==> src/rtl/if_fetch_unit_if.sv <==
// Fetch-unit bus: combinational ROM port, redirect inputs and the decode valid/ready handshake.
// master = fetch unit, slave = ROM/decode/redirect side.
interface if_fetch_unit_if;
    localparam int unsigned XLEN = 32;

    logic            rom_ce;
    logic [XLEN-1:0] rom_addr;
    logic [XLEN-1:0] rom_inst;
    logic            flush;
    logic [XLEN-1:0] new_pc;
    logic            br_valid;
    logic [XLEN-1:0] br_target;
    logic            id_ready;
    logic            id_valid;
    logic [XLEN-1:0] id_pc;
    logic [XLEN-1:0] id_inst;

    modport master (
        output rom_ce, rom_addr,
        input  rom_inst,
        input  flush, new_pc, br_valid, br_target,
        input  id_ready,
        output id_valid, id_pc, id_inst
    );

    modport slave (
        input  rom_ce, rom_addr,
        output rom_inst,
        output flush, new_pc, br_valid, br_target,
        output id_ready,
        input  id_valid, id_pc, id_inst
    );
endinterface

==> src/rtl/if_fetch_unit.sv <==
// Instruction fetch: owns the PC, reads the combinational ROM and hands {pc,inst} to decode.
// Optional prefetch FIFO between ROM and decode is enabled by defining IF_PREFETCH_BUF_EN.
module if_fetch_unit #(
    parameter logic [31:0] RESET_PC = 32'h0000_0000,
    parameter int unsigned QDEPTH   = 2
) (
    input logic             clk,
    input logic             rst,
    if_fetch_unit_if.master bus
);
    localparam int unsigned     XLEN    = 32;
    localparam logic [XLEN-1:0] PC_STEP = XLEN'(4);
    localparam logic [XLEN-1:0] PC_INIT = {RESET_PC[XLEN-1:2], 2'b00};

    typedef enum logic {S_BOOT, S_RUN} state_t;

    state_t          state_q, state_d;
    logic [XLEN-1:0] pc_q, pc_d;
    logic            run;
    logic            redirect;
    logic [XLEN-1:0] redirect_pc;
    logic            fetch;
    logic [3:0]      unused_low_bits;

    assign run      = (state_q == S_RUN);
    assign redirect = bus.flush | bus.br_valid;

    // Flush outranks branch; targets are forced word aligned.
    assign redirect_pc = bus.flush ? {bus.new_pc[XLEN-1:2], 2'b00}
                                   : {bus.br_target[XLEN-1:2], 2'b00};
    assign unused_low_bits = {bus.new_pc[1:0], bus.br_target[1:0]};

    assign bus.rom_addr = pc_q;

    always_ff @(posedge clk or posedge rst) begin
        if (rst) begin
            state_q <= S_BOOT;
            pc_q    <= PC_INIT;
        end else begin
            state_q <= state_d;
            pc_q    <= pc_d;
        end
    end

    // Boot spends exactly one dead cycle; redirects still load the PC there.
    always_comb begin
        state_d = state_q;
        pc_d    = pc_q;
        case (state_q)
            S_BOOT:  state_d = S_RUN;
            S_RUN:   state_d = S_RUN;
            default: state_d = S_BOOT;
        endcase
        if (redirect) begin
            pc_d = redirect_pc;
        end else if (fetch) begin
            pc_d = pc_q + PC_STEP;
        end
    end

`ifndef IF_PREFETCH_BUF_EN
    localparam int unsigned UNUSED_QDEPTH = QDEPTH;

    logic            id_valid_q, id_valid_d;
    logic [XLEN-1:0] id_pc_q, id_pc_d;
    logic [XLEN-1:0] id_inst_q, id_inst_d;
    logic            slot_free;

    assign slot_free  = !id_valid_q | bus.id_ready;
    assign fetch      = run & slot_free & !redirect;
    assign bus.rom_ce = run;

    always_comb begin
        id_valid_d = id_valid_q;
        id_pc_d    = id_pc_q;
        id_inst_d  = id_inst_q;
        if (redirect) begin
            id_valid_d = 1'b0;
        end else if (fetch) begin
            id_valid_d = 1'b1;
            id_pc_d    = pc_q;
            id_inst_d  = bus.rom_inst;
        end
    end

    always_ff @(posedge clk or posedge rst) begin
        if (rst) begin
            id_valid_q <= 1'b0;
            id_pc_q    <= '0;
            id_inst_q  <= '0;
        end else begin
            id_valid_q <= id_valid_d;
            id_pc_q    <= id_pc_d;
            id_inst_q  <= id_inst_d;
        end
    end

    assign bus.id_valid = id_valid_q;
    assign bus.id_pc    = id_pc_q;
    assign bus.id_inst  = id_inst_q;
`else
    localparam int unsigned PTR_W = (QDEPTH > 1) ? $clog2(QDEPTH) : 1;
    localparam int unsigned CNT_W = $clog2(QDEPTH + 1);

    logic [XLEN-1:0]  q_pc   [QDEPTH];
    logic [XLEN-1:0]  q_inst [QDEPTH];
    logic [PTR_W-1:0] rd_ptr_q, rd_ptr_d;
    logic [PTR_W-1:0] wr_ptr_q, wr_ptr_d;
    logic [CNT_W-1:0] count_q, count_d;
    logic             full;
    logic             empty;
    logic             push;
    logic             pop;

    function automatic logic [PTR_W-1:0] ptr_inc(input logic [PTR_W-1:0] p);
        return (p == PTR_W'(QDEPTH - 1)) ? '0 : p + PTR_W'(1);
    endfunction

    // Full is judged before this cycle's pop, so a pop never frees room for a same-cycle push.
    assign full       = (count_q == CNT_W'(QDEPTH));
    assign empty      = (count_q == '0);
    assign fetch      = run & !full & !redirect;
    assign push       = fetch;
    assign pop        = !empty & bus.id_ready & !redirect;
    assign bus.rom_ce = run & !full;

    always_comb begin
        rd_ptr_d = rd_ptr_q;
        wr_ptr_d = wr_ptr_q;
        count_d  = count_q;
        if (redirect) begin
            rd_ptr_d = '0;
            wr_ptr_d = '0;
            count_d  = '0;
        end else begin
            if (push) wr_ptr_d = ptr_inc(wr_ptr_q);
            if (pop)  rd_ptr_d = ptr_inc(rd_ptr_q);
            count_d = count_q + CNT_W'(push) - CNT_W'(pop);
        end
    end

    always_ff @(posedge clk or posedge rst) begin
        if (rst) begin
            rd_ptr_q <= '0;
            wr_ptr_q <= '0;
            count_q  <= '0;
            for (int unsigned i = 0; i < QDEPTH; i++) begin
                q_pc[i]   <= '0;
                q_inst[i] <= '0;
            end
        end else begin
            rd_ptr_q <= rd_ptr_d;
            wr_ptr_q <= wr_ptr_d;
            count_q  <= count_d;
            if (push) begin
                q_pc[wr_ptr_q]   <= pc_q;
                q_inst[wr_ptr_q] <= bus.rom_inst;
            end
        end
    end

    assign bus.id_valid = !empty;
    assign bus.id_pc    = q_pc[rd_ptr_q];
    assign bus.id_inst  = q_inst[rd_ptr_q];
`endif
endmodule

==> src/flat_wrapper.sv <==
// flat-port wrapper written by rule: the top's interface ports become plain ports
module if_fetch_unit_flat 
#(
    parameter logic [31:0] RESET_PC = 32'h0000_0000,
    parameter int unsigned QDEPTH   = 2
)
  (clk, rst, bus_rom_ce, bus_rom_addr, bus_rom_inst, bus_flush, bus_new_pc, bus_br_valid, bus_br_target, bus_id_ready, bus_id_valid, bus_id_pc, bus_id_inst);
  if_fetch_unit_if bus_i ();
  input logic clk;
  input logic rst;
  output wire logic [$bits(bus_i.rom_ce)-1:0] bus_rom_ce;
  output wire logic [$bits(bus_i.rom_addr)-1:0] bus_rom_addr;
  input wire logic [$bits(bus_i.rom_inst)-1:0] bus_rom_inst;
  input wire logic [$bits(bus_i.flush)-1:0] bus_flush;
  input wire logic [$bits(bus_i.new_pc)-1:0] bus_new_pc;
  input wire logic [$bits(bus_i.br_valid)-1:0] bus_br_valid;
  input wire logic [$bits(bus_i.br_target)-1:0] bus_br_target;
  input wire logic [$bits(bus_i.id_ready)-1:0] bus_id_ready;
  output wire logic [$bits(bus_i.id_valid)-1:0] bus_id_valid;
  output wire logic [$bits(bus_i.id_pc)-1:0] bus_id_pc;
  output wire logic [$bits(bus_i.id_inst)-1:0] bus_id_inst;
  assign bus_rom_ce = bus_i.rom_ce;
  assign bus_rom_addr = bus_i.rom_addr;
  assign bus_i.rom_inst = bus_rom_inst;
  assign bus_i.flush = bus_flush;
  assign bus_i.new_pc = bus_new_pc;
  assign bus_i.br_valid = bus_br_valid;
  assign bus_i.br_target = bus_br_target;
  assign bus_i.id_ready = bus_id_ready;
  assign bus_id_valid = bus_i.id_valid;
  assign bus_id_pc = bus_i.id_pc;
  assign bus_id_inst = bus_i.id_inst;
  if_fetch_unit #(.RESET_PC(RESET_PC), .QDEPTH(QDEPTH)) u_core (.clk(clk), .rst(rst), .bus(bus_i));
endmodule
==> config.mk <==
export PLATFORM = sky130hd
export DESIGN_NAME = if_fetch_unit_flat
export DESIGN_NICKNAME = d
export VERILOG_FILES = /design/src/rtl/if_fetch_unit_if.sv /design/src/rtl/if_fetch_unit.sv /design/src/flat_wrapper.sv
export SDC_FILE = /design/constraint.sdc
export NUM_CORES = 1
export LEC_CHECK = 0
export BUFFER_PORTS_ARGS = -buffer_cell sky130_fd_sc_hd__buf_2
export CORE_MARGIN = 3
export CORE_UTILIZATION = 43
export DETAILED_ROUTE_END_ITERATION = 10
export GPL_ROUTABILITY_DRIVEN = 1
export PLACE_DENSITY = 0.82
export REMOVE_ABC_BUFFERS = 1
export SLEW_MARGIN = 20
export SYNTH_ARGS = -nofsm -noshare
export SYNTH_HDL_FRONTEND = slang
export SYNTH_SLANG_ARGS = --single-unit
==> constraint.sdc <==
create_clock -name clk -period 3.35 [get_ports clk]
set_clock_uncertainty 0.15 [all_clocks]
set_input_delay 0.67 -clock clk [delete_from_list [all_inputs] [get_ports clk]]
set_output_delay 0.67 -clock clk [all_outputs]
set_load 0.05 [all_outputs]
=== Word-level counts from Yosys, hierarchy flattened ===
Cells that the tools add are included.

* Bits in registers: 98
* Input bits: 101
* Output and inout bits: 98
* Logic and storage cells: 20

* Add/subtract/negate cells: 1
* Bitwise logic cells: 5
* Muxes and demuxes: 5
* Reductions and logical operators: 4

{| class="wikitable"
|+ Operators by type and width
! operator !! count
|-
| $mux 32 || 3
|-
| $add 32x3->32 const B || 1
|-
| $and 1x1->1 || 2
|-
| $logic_not 1->1 || 2
|-
| $mux 1 || 2
|-
| $or 1x1->1 || 2
|-
| $reduce_and 2->1 || 1
|-
| $reduce_bool 2->1 || 1
|-
| $not 1->1 || 1
|}

=== Logic depth before layout (Yosys ltp) ===
Gate-level depths: netlist of the first run.

* Word-level depth: 6
* Mapped depth: 8
* Mapped depth without buffers: 6

=== Worst setup path after synthesis of the first run ===
OpenSTA, ideal clock, no wires.

* Kind: reg2reg
* Start point: register u_core.pc_q[9], in the netlist u_core.bus.rom_addr[9]
* End point: register u_core.pc_q[31], in the netlist u_core.bus.rom_addr[31]
* Path slack: 1.041 ns
* Stages on the path, launching flop included: 6
* Setup time: 0.127 ns
* Clock period less this slack: 2.309 ns
* Arrival time: 2.032 ns
* Cell sequence: dfrtp_1 -> nand4_2 -> or4_4 -> nor4_4 -> xnor2_1 -> o21ai_1

* Word-level cells in the longest chain between the ends: 3

{| class="wikitable"
|+ Ends and longest elaborated chain
! element !! line !! text
|-
| start: declaration || if_fetch_unit.sv:18 || <nowiki>logic [XLEN-1:0] pc_q, pc_d;</nowiki>
|-
| start signal: assignment || if_fetch_unit.sv:41 || <nowiki>pc_q <= pc_d;</nowiki>
|-
| $add 32x3->32 || if_fetch_unit.sv:57 || <nowiki>pc_d = pc_q + PC_STEP;</nowiki>
|-
| $mux 32 || if_fetch_unit.sv:56 || <nowiki>end else if (fetch) begin</nowiki>
|-
| $mux 32 || if_fetch_unit.sv:54 || <nowiki>if (redirect) begin</nowiki>
|}

No other way between the ends. The select of a mux whose other input is x is not followed.
A chain may end at the register's enable or synchronous reset.

=== Worst setup path in the final report of the first run ===
* Start point: register u_core.pc_q[2], in the netlist u_core.bus.rom_addr[2]
* End point: register u_core.pc_q[18], in the netlist u_core.bus.rom_addr[18]

Same word-level chain as after synthesis.

==> results.json, run 1 <==
{
  "outcome": "completed",
  "track_usage": 0.212,
  "holdBufCountCts": 0,
  "ys_seq_area_frac": 0.530,
  "place_hpwl_mm": 9.34,
  "clk_latency_ns": 0.37,
  "post_cts_buffers": 0,
  "die_area_um2": 11600,
  "port_buffers": 190,
  "setup_viol": 0,
  "fin_crit_ns": 2.42,
  "arrival_ns": 2.55,
  "multiInputGateArea_um2": 1980,
  "htree_levels": 3,
  "ys.flop_type": "dfrtp_1",
  "place.gp.congestion": 0.882,
  "grt_max_degree": 65,
  "grt_pass1_vias": 3816,
  "drv_cap": 0,
  "wirelength_mm": 12.5,
  "cp-startpoint": "u_core.bus.rom_addr[2]",
  "cts_buffers": 9,
  "drc": 0,
  "ir_drop_mv": 0.281,
  "cts_tree": "yes",
  "drt_iter0_markers": 365,
  "antenna_found_initial": 0,
  "cp_max_fo": 9,
  "cts-root-buf": "clkbuf_8",
  "fill_cells": 861,
  "fp.dieH_um": 108,
  "relSlewSlack": 0.393,
  "vias_per_cell": 5.48,
  "n_antenna_cell": 0,
  "drv_slew": 0,
  "nets": 683,
  "avgRoutedWirePerCell_um": 17.4,
  "boundaryPins": 199,
  "grt_pass1_wl_mm": 19.4,
  "first_pass_iters": 5,
  "synth-edff-count": 0,
  "r2r_start": "u_core.bus.rom_addr[2]",
  "syn_inst": 390,
  "worst_pin_slew_ns": 0.903,
  "area_growth_pct": 30.2,
  "clockBufferDepth": 2,
  "worstSetupPathType": "flip-flop to flip-flop",
  "synth_seq_cells": 94,
  "cts_resized": 0,
  "startpoint_type": "flip-flop",
  "clock-sinks": 94,
  "finalCritPeriodShare": 0.722,
  "whs_ns": 0.311,
  "core_area_um2": 9910,
  "hold_viol": 0,
  "max_freq_ghz": 0.413,
  "worstPathRequired_ns": 3.48,
  "yosysWarnings": 0,
  "crit_path_end_kind": "flip-flop",
  "netlist_area_um2": 4440,
  "ys_types": 48,
  "worst_hold_path_type": "input port to async pin",
  "start_util": 0.448,
  "vias": 3939,
  "final_layout_size_suffix_gt1_frac": 0.480,
  "die_w_um": 108,
  "setup_tns_ns": 0,
  "leakage_uw": 0.00279,
  "ant_nets": 0,
  "path_clk_slew_ns": 0.10,
  "async_reset_ff_frac": 1.00,
  "syn_avg_cell_area_um2": 11.4,
  "rows": 36,
  "pwr_density_cell_nw_per_um2": 643,
  "rsz0062_at_grt": "no",
  "grt-ovfl-total": 0,
  "seq_area_um2": 2350
}
-- power by group --
| group | switching, µW | internal (µW) | total [µW] |
|---|---|---|---|
| clock network | 388 | 496 | 884 |
| logic | 995 | 363 | 1360 |
| registers | 144 | 1330 | 1480 |
-- registers in the layout, summed over array words and instances, names as in the netlist --
name                 cells
u_core.bus.rom_addr     30
u_core.bus.rom_ce        1
u_core.bus.id_pc        30
u_core.bus.id_inst      32
u_core.bus.id_valid      1
-- metal layers --
metal	up-vias	wire length, µm	track usage
met5	-	0	0
met4	0	175	0.0739
met3	17	981	0.0372
met2	192	6000	0.356
met1	1921	5330	0.276
li1	1809	-	-
-- cells by family (layout without fill, tap and decap cells) --
kind of cell / after synthesis / in the layout / synth area share
simple gates: 104 / 104 / 0.129
xor+xnor: 14 / 14 / 0.0276
flops: 94 / 94 / 0.530
buf+inv: 28 / 221 / 0.0288
mux: 63 / 63 / 0.159
fa+ha+maj: 1 / 1 / 0.00282
other cells: 2 / 5 / 0.00169
compound gates: 84 / 84 / 0.121
-- cells in the final DEF, fill, tap and decap left out, types with 5 or more instances in the layout --
master,count
nand4_1,7
a21oi_1,21
buf_2,190
conb_1,5
dfrtp_1,94
nor2_1,9
buf_4,7
nand3_1,17
mux2_2,59
clkbuf_8,9
nand2_1,36
o21ai_0,19
a22oi_1,17
nor4_1,5
xnor2_1,11
-- through the flow --
stage / area (µm²) / setup slack [ns] / utilization / total power, µW / cells
5_1_grt: 5780 / 0.724 / 0.583 / 3880 / 719
4_1_cts: 5780 / 0.954 / 0.583 / 3740 / 719
3_5_place_dp: 5550 / 0.913 / 0.560 / 2860 / 703
6_report: 5780 / 0.930 / 0.583 / 3720 / 719
3_3_place_gp: 5550 / 0.977 / 0.560 / 2830 / 703
2_1_floorplan: 4350 / 0.0530 / - / 2480 / 372
-- worst paths after layout --
check	end	slack, ns	depth (start not counted)
hold reg to reg	u_core.bus.id_pc[22]	0.35	2
max in group asynchronous	u_core.bus.id_inst[25]	1.96	3
min in group clk	u_core.bus.id_pc[22]	0.35	2
hold / removal	u_core.bus.id_inst[3]	0.31	2
setup / recovery	u_core.bus.rom_addr[18]	0.93	6
setup reg to reg	u_core.bus.rom_addr[18]	0.93	6
-- critical path, cell delays in order (launching register included) --
cell and delay (ns):
dfrtp_1 0.47, ha_1 0.22, nand3_1 0.19, nor4_2 0.80, nand2_1 0.14, a21oi_1 0.20, a2bb2oi_1 0.17
-- Yosys cell counts (6+ instances only) --
| master | count | area, µm² |
|---|---|---|
| nand4_1 | 7 | 43.8 |
| buf_2 | 6 | 30.0 |
| a21oi_1 | 21 | 105 |
| xnor2_1 | 11 | 96.3 |
| nor2_1 | 9 | 33.8 |
| clkbuf_1 | 10 | 37.5 |
| nand3_1 | 17 | 85.1 |
| dfrtp_1 | 94 | 2350 |
| mux2_2 | 59 | 664 |
| nand2_1 | 37 | 139 |
| o21ai_0 | 19 | 95.1 |
| a22oi_1 | 17 | 128 |
-- final cells by class --
cell class | count | share of cell area
Inverter | 7 | 0.00498
Timing Repair Buffer | 198 | 0.177
Clock inverter | 4 | 0.0165
Tap cell | 133 | 0.0288
Multi-Input combinational cell | 271 | 0.342
Clock buffer | 12 | 0.0234
Sequential cell | 94 | 0.407
No activity file was read; power rests on OpenSTA's default activity.
==> inputs of run 2 (changes only) <==
Clock period 3.35 ns to 2 ns, I/O delays scaled along.
==> results.json, run 2 (same netlist as run 1, synthesis figures left out) <==
{
  "grt_max_degree": 79,
  "pwr_density_cell_nw_per_um2": 967,
  "leakage_uw": 0.00306,
  "grt_pass1_vias": 4021,
  "clockBufferDepth": 2,
  "worstSetupPathType": "flip-flop to flip-flop",
  "grt_pass1_wl_mm": 20.0,
  "first_pass_iters": 5,
  "cp_max_fo": 4,
  "antenna_found_initial": 0,
  "core_area_um2": 9910,
  "fin_ws_ns": 0.0328,
  "setup_viol": 0,
  "track_usage": 0.222,
  "final_layout_size_suffix_gt1_frac": 0.554,
  "startpoint_type": "flip-flop",
  "vias_per_cell": 5.32,
  "nets": 738,
  "n_antenna_cell": 0,
  "outcome": "completed",
  "fp.dieH_um": 108,
  "arrival_ns": 2.07,
  "vias": 4116,
  "start_util": 0.448,
  "placed_area_um2": 5920,
  "port_buffers": 190,
  "drc": 0,
  "grt-ovfl-total": 0,
  "place_hpwl_mm": 9.91,
  "wirelength_mm": 13.1,
  "setup_tns_ns": 0,
  "area_growth_pct": 40.9,
  "ant_nets": 0,
  "rsz0062_at_grt": "yes",
  "final_cell_area_um2": 6260,
  "rows": 36,
  "crit_path_end_kind": "flip-flop",
  "drt_iter0_markers": 216,
  "preCtsSetupSlack_ns": 0.0478,
  "finalCritPeriodShare": 0.984,
  "worstPathRequired_ns": 2.10,
  "cts_tree": "yes",
  "hold_viol": 0,
  "drv_cap": 0,
  "die_area_um2": 11600,
  "final_core_util": 0.631,
  "drv_slew": 0,
  "ir_drop_mv": 0.462,
  "clock-sinks": 94,
  "boundaryPins": 199,
  "slowest_stage": "or4_4",
  "worst_hold_path_type": "input port to flip-flop",
  "final_cell_mix": "190 x buf_2, 91 x dfrtp_1, 59 x mux2_2",
  "layout_commonest_cell": "buf_2",
  "cts_buffers": 9,
  "clk_latency_ns": 0.37,
  "path_clk_slew_ns": 0.10,
  "place.gp.congestion": 0.872,
  "avgRoutedWirePerCell_um": 17.0,
  "largest_register_ffs": 32,
  "htree_levels": 3,
  "fin_crit_ns": 1.97,
  "slowest_delay_ns": 0.58,
  "p_total_uw": 6050,
  "crit_chain": "buf_6 -> nand3_2 -> or4_4 -> nor4_4 -> xnor2_1 -> o21ai_1",
  "cts-root-buf": "clkbuf_8",
  "max_freq_ghz": 0.508,
  "die_w_um": 108
}
==> run 2: cell types whose count changed in the layout (fill, tap and decap cells not counted), moves of 2 or more <==
cell,delta
nand3_1,-4
nand3_2,+4
bufinv_16,-3
clkinv_2,+3
buf_12,+3
dfrtp_1,-3
dfrtp_2,+3
buf_4,+49
clkbuf_1,-3
o21ai_0,-2
==> run 2: path summary, 6_finish.rpt <==
check / start / end / cells after the start / slack, ns
max: u_core.bus.rom_addr[20] / u_core.bus.rom_addr[31] / 6 / 0.03
min in group asynchronous: rst / u_core.bus.id_pc[7] / 3 / 0.38
min: bus_new_pc[27] / u_core.bus.rom_addr[27] / 3 / 0.08
max reg2reg: u_core.bus.rom_addr[20] / u_core.bus.rom_addr[31] / 6 / 0.03
max in group asynchronous: rst / u_core.bus.rom_addr[13] / 4 / 0.64
min reg2reg: u_core.bus.id_pc[22] / u_core.bus.id_pc[22] / 2 / 0.33
==> run 2: per-layer routing <==
metal / global-route usage / routed length (µm)
met4: 0.0812 / 270
met5: 0 / 0
met1: 0.293 / 5520
met2: 0.369 / 6440
met3: 0.0354 / 899
==> run 2: report_power, final <==
group | leakage, µW | switching (µW) | total (µW) | internal [µW]
sequential | 0.00114 | 183 | 2420 | 2230
combinational | 0.00182 | 1760 | 2470 | 716
clock | 0.0000922 | 678 | 1160 | 482
total | 0.00306 | 2620 | 6050 | 3430
==> run 2: what timing repair did <==
action | in CTS | in global routing
endpoints found under the setup margin | 0 | 12
buffers inserted | 0 | 9
endpoints found under the hold margin | 16 | 0
resized for setup | 0 | 22
hold buffers | 1 | 0
==> run 2: area by class of cell <==
| cell class | count | area [µm²] |
|---|---|---|
| flip-flops and latches | 94 | 2360 |
| repair buffers | 253 | 1480 |
| fillers | 835 | 3650 |
| clock inverters | 6 | 36.3 |
| inverters | 7 | 28.8 |
| clock buffers | 10 | 138 |
| multi-input cells | 271 | 2050 |
| well taps | 133 | 166 |
==> run 2: worst max-delay path, delay by kind of cell, from the launching register on <==
family	cells	cell delay [ns]
simple gates	3	0.97
flops	1	0.37
xor+xnor	1	0.15
buf+inv	1	0.12
compound gates	1	0.08
==> run 2: metrics by stage <==
step / hold WS, ns / cells
after floorplan: 0.357 / 372
after global placement: 0.192 / 747
after detailed placement: 0.203 / 747
after CTS: 0.0786 / 764
after global routing: 0.0848 / 774
final: 0.0841 / 774
==> inputs of run 3 (changes only) <==
Settings changed: CORE_ASPECT_RATIO set to 1.75, PLACE_DENSITY 0.82 to 0.86.
==> results.json, run 3 (same netlist as run 1, synthesis figures left out) <==
{
  "outcome": "finished, violations left",
  "violations": "negative setup slack",
  "layout_commonest_cell": "buf_2",
  "grt_max_degree": 37,
  "vias_per_cell": 5.63,
  "cts-root-buf": "clkbuf_16",
  "min_to": "u_core.bus.rom_addr[2]",
  "cts_buffers": 9,
  "ir_drop_mv": 0.615,
  "finalCritPeriodShare": 1.02,
  "boundaryPins": 199,
  "p_total_uw": 6820,
  "cts_tree": "yes",
  "grt_pass1_wl_mm": 22.3,
  "path_clk_slew_ns": 0.07,
  "die_area_um2": 11600,
  "clk_latency_ns": 0.34,
  "htree_levels": 3,
  "arrival_ns": 2.14,
  "largest_register_ffs": 32,
  "rsz0062_at_grt": "yes",
  "worstSetupPathType": "flip-flop to flip-flop",
  "worstPathRequired_ns": 2.10,
  "fp.dieH_um": 140,
  "final_layout_size_suffix_gt1_frac": 0.557,
  "clockBufferDepth": 2,
  "die_w_um": 82.8,
  "r2r_cells": 5,
  "fin_ws_ns": -0.0420,
  "startpoint_type": "flip-flop",
  "placed_cells": 744,
  "r2r_start": "u_core.bus.rom_addr[3]",
  "area_growth_pct": 46.7,
  "setup_viol": 3,
  "max_freq_ghz": 0.490,
  "core_area_um2": 9970,
  "start_util": 0.445,
  "port_buffers": 190,
  "pwr_density_cell_nw_per_um2": 1050,
  "final_core_util": 0.653,
  "fin_crit_ns": 2.04,
  "r2r_end": "u_core.bus.rom_addr[29]",
  "avgRoutedWirePerCell_um": 19.1,
  "first_pass_iters": 5,
  "place_hpwl_mm": 10.7,
  "crit_path_end_kind": "flip-flop",
  "cp_max_fo": 5,
  "hold_depth": 3,
  "nets": 754,
  "ant_nets": 0,
  "grt_pass1_vias": 4490,
  "hold_viol": 0,
  "clock-sinks": 94,
  "drv_slew": 0,
  "hold_start": "bus_new_pc[2]",
  "wirelength_mm": 14.9,
  "grt-ovfl-total": 0,
  "drc": 0,
  "final_cell_mix": "190 x buf_2, 94 x dfrtp_1, 73 x buf_4",
  "vias": 4389,
  "layout.cells.non_filler": 780,
  "rows": 48,
  "n_antenna_cell": 0,
  "worst_hold_path_type": "input port to flip-flop",
  "r2r_setup_slack_ns": -0.04,
  "drt_iter0_markers": 232,
  "leakage_uw": 0.00323,
  "place.gp.congestion": 0.973,
  "antenna_found_initial": 0,
  "drv_cap": 0,
  "track_usage": 0.241
}
==> run 3: changes by cell type in the layout (fill, tap and decap cells not counted), sizes merged <==
cell / change
clkinv: -3
clkbuf: +1
clkinvlp: -1
inv: -1
bufinv: +2
buf: +17
clkdlybuf4s15: -1
==> run 3: cell type report <==
class	count	area [µm²]
clock inverter	3	68.8
multi-input combinational	271	2060
clock buffer	11	253
sequential	94	2350
fill	773	3460
timing repair buffer	269	1590
tap	125	156
inverter	7	28.8
==> run 3: worst max-delay path by stage <==
| stage | start | endpoint | slack, ns | cells past startpoint |
|---|---|---|---|---|
| after floorplan | u_core.bus.id_valid | u_core.bus.id_inst[0] | -1.23 | 4 |
| after global placement | bus_id_ready | u_core.bus.rom_addr[21] | 0.05 | 7 |
| after detailed placement | bus_id_ready | u_core.bus.rom_addr[21] | -0.04 | 7 |
| after CTS | u_core.bus.rom_addr[3] | u_core.bus.rom_addr[29] | 0.0007 | 5 |
| after global routing | u_core.bus.rom_addr[22] | u_core.bus.rom_addr[27] | -0.09 | 7 |
| final | u_core.bus.rom_addr[3] | u_core.bus.rom_addr[29] | -0.04 | 5 |
==> run 3: through the flow <==
stage	setup WS [ns]	hold slack, ns	instance area (µm²)	setup TNS [ns]
floorplan	-1.23	0.357	4350	-175.80
global placement	0.0492	0.255	5930	0
detailed placement	-0.0447	0.268	5930	-0.0514
CTS	0.000747	0.106	6350	0
global route	-0.0876	0.130	6510	-0.619
finish	-0.0420	0.114	6510	-0.0717
==> run 3: worst max-delay path, stage by stage (launching register included) <==
cell	delay, ns
dfrtp_1	0.43
and4_4	0.28
nand4_1	0.18
or4_4	0.57
a21oi_2	0.16
a2bb2oi_1	0.19
==> run 3: where the power goes <==
group	switching, µW	leakage, µW	internal, µW
clock network	699	0.000158	1150
logic	1800	0.00192	748
registers	185	0.00115	2240
total	2680	0.00323	4140
==> run 3: routing by layer <==
layer	global-route usage	wire length (µm)	vias up	part of all wire
met5	0	0	-	0
met4	0.111	759	0	0.051
li1	-	-	1952	-
met2	0.440	7810	265	0.53
met1	0.261	5230	2100	0.35
met3	0.0565	1060	72	0.071
==> run 3: what timing repair did <==
action,CTS,global route
setup buffers,9,12
hold endpoints to repair,22,0
hold buffers,1,0
gates resized for setup,4,17
pin swaps,1,8
setup endpoints to repair,3,15
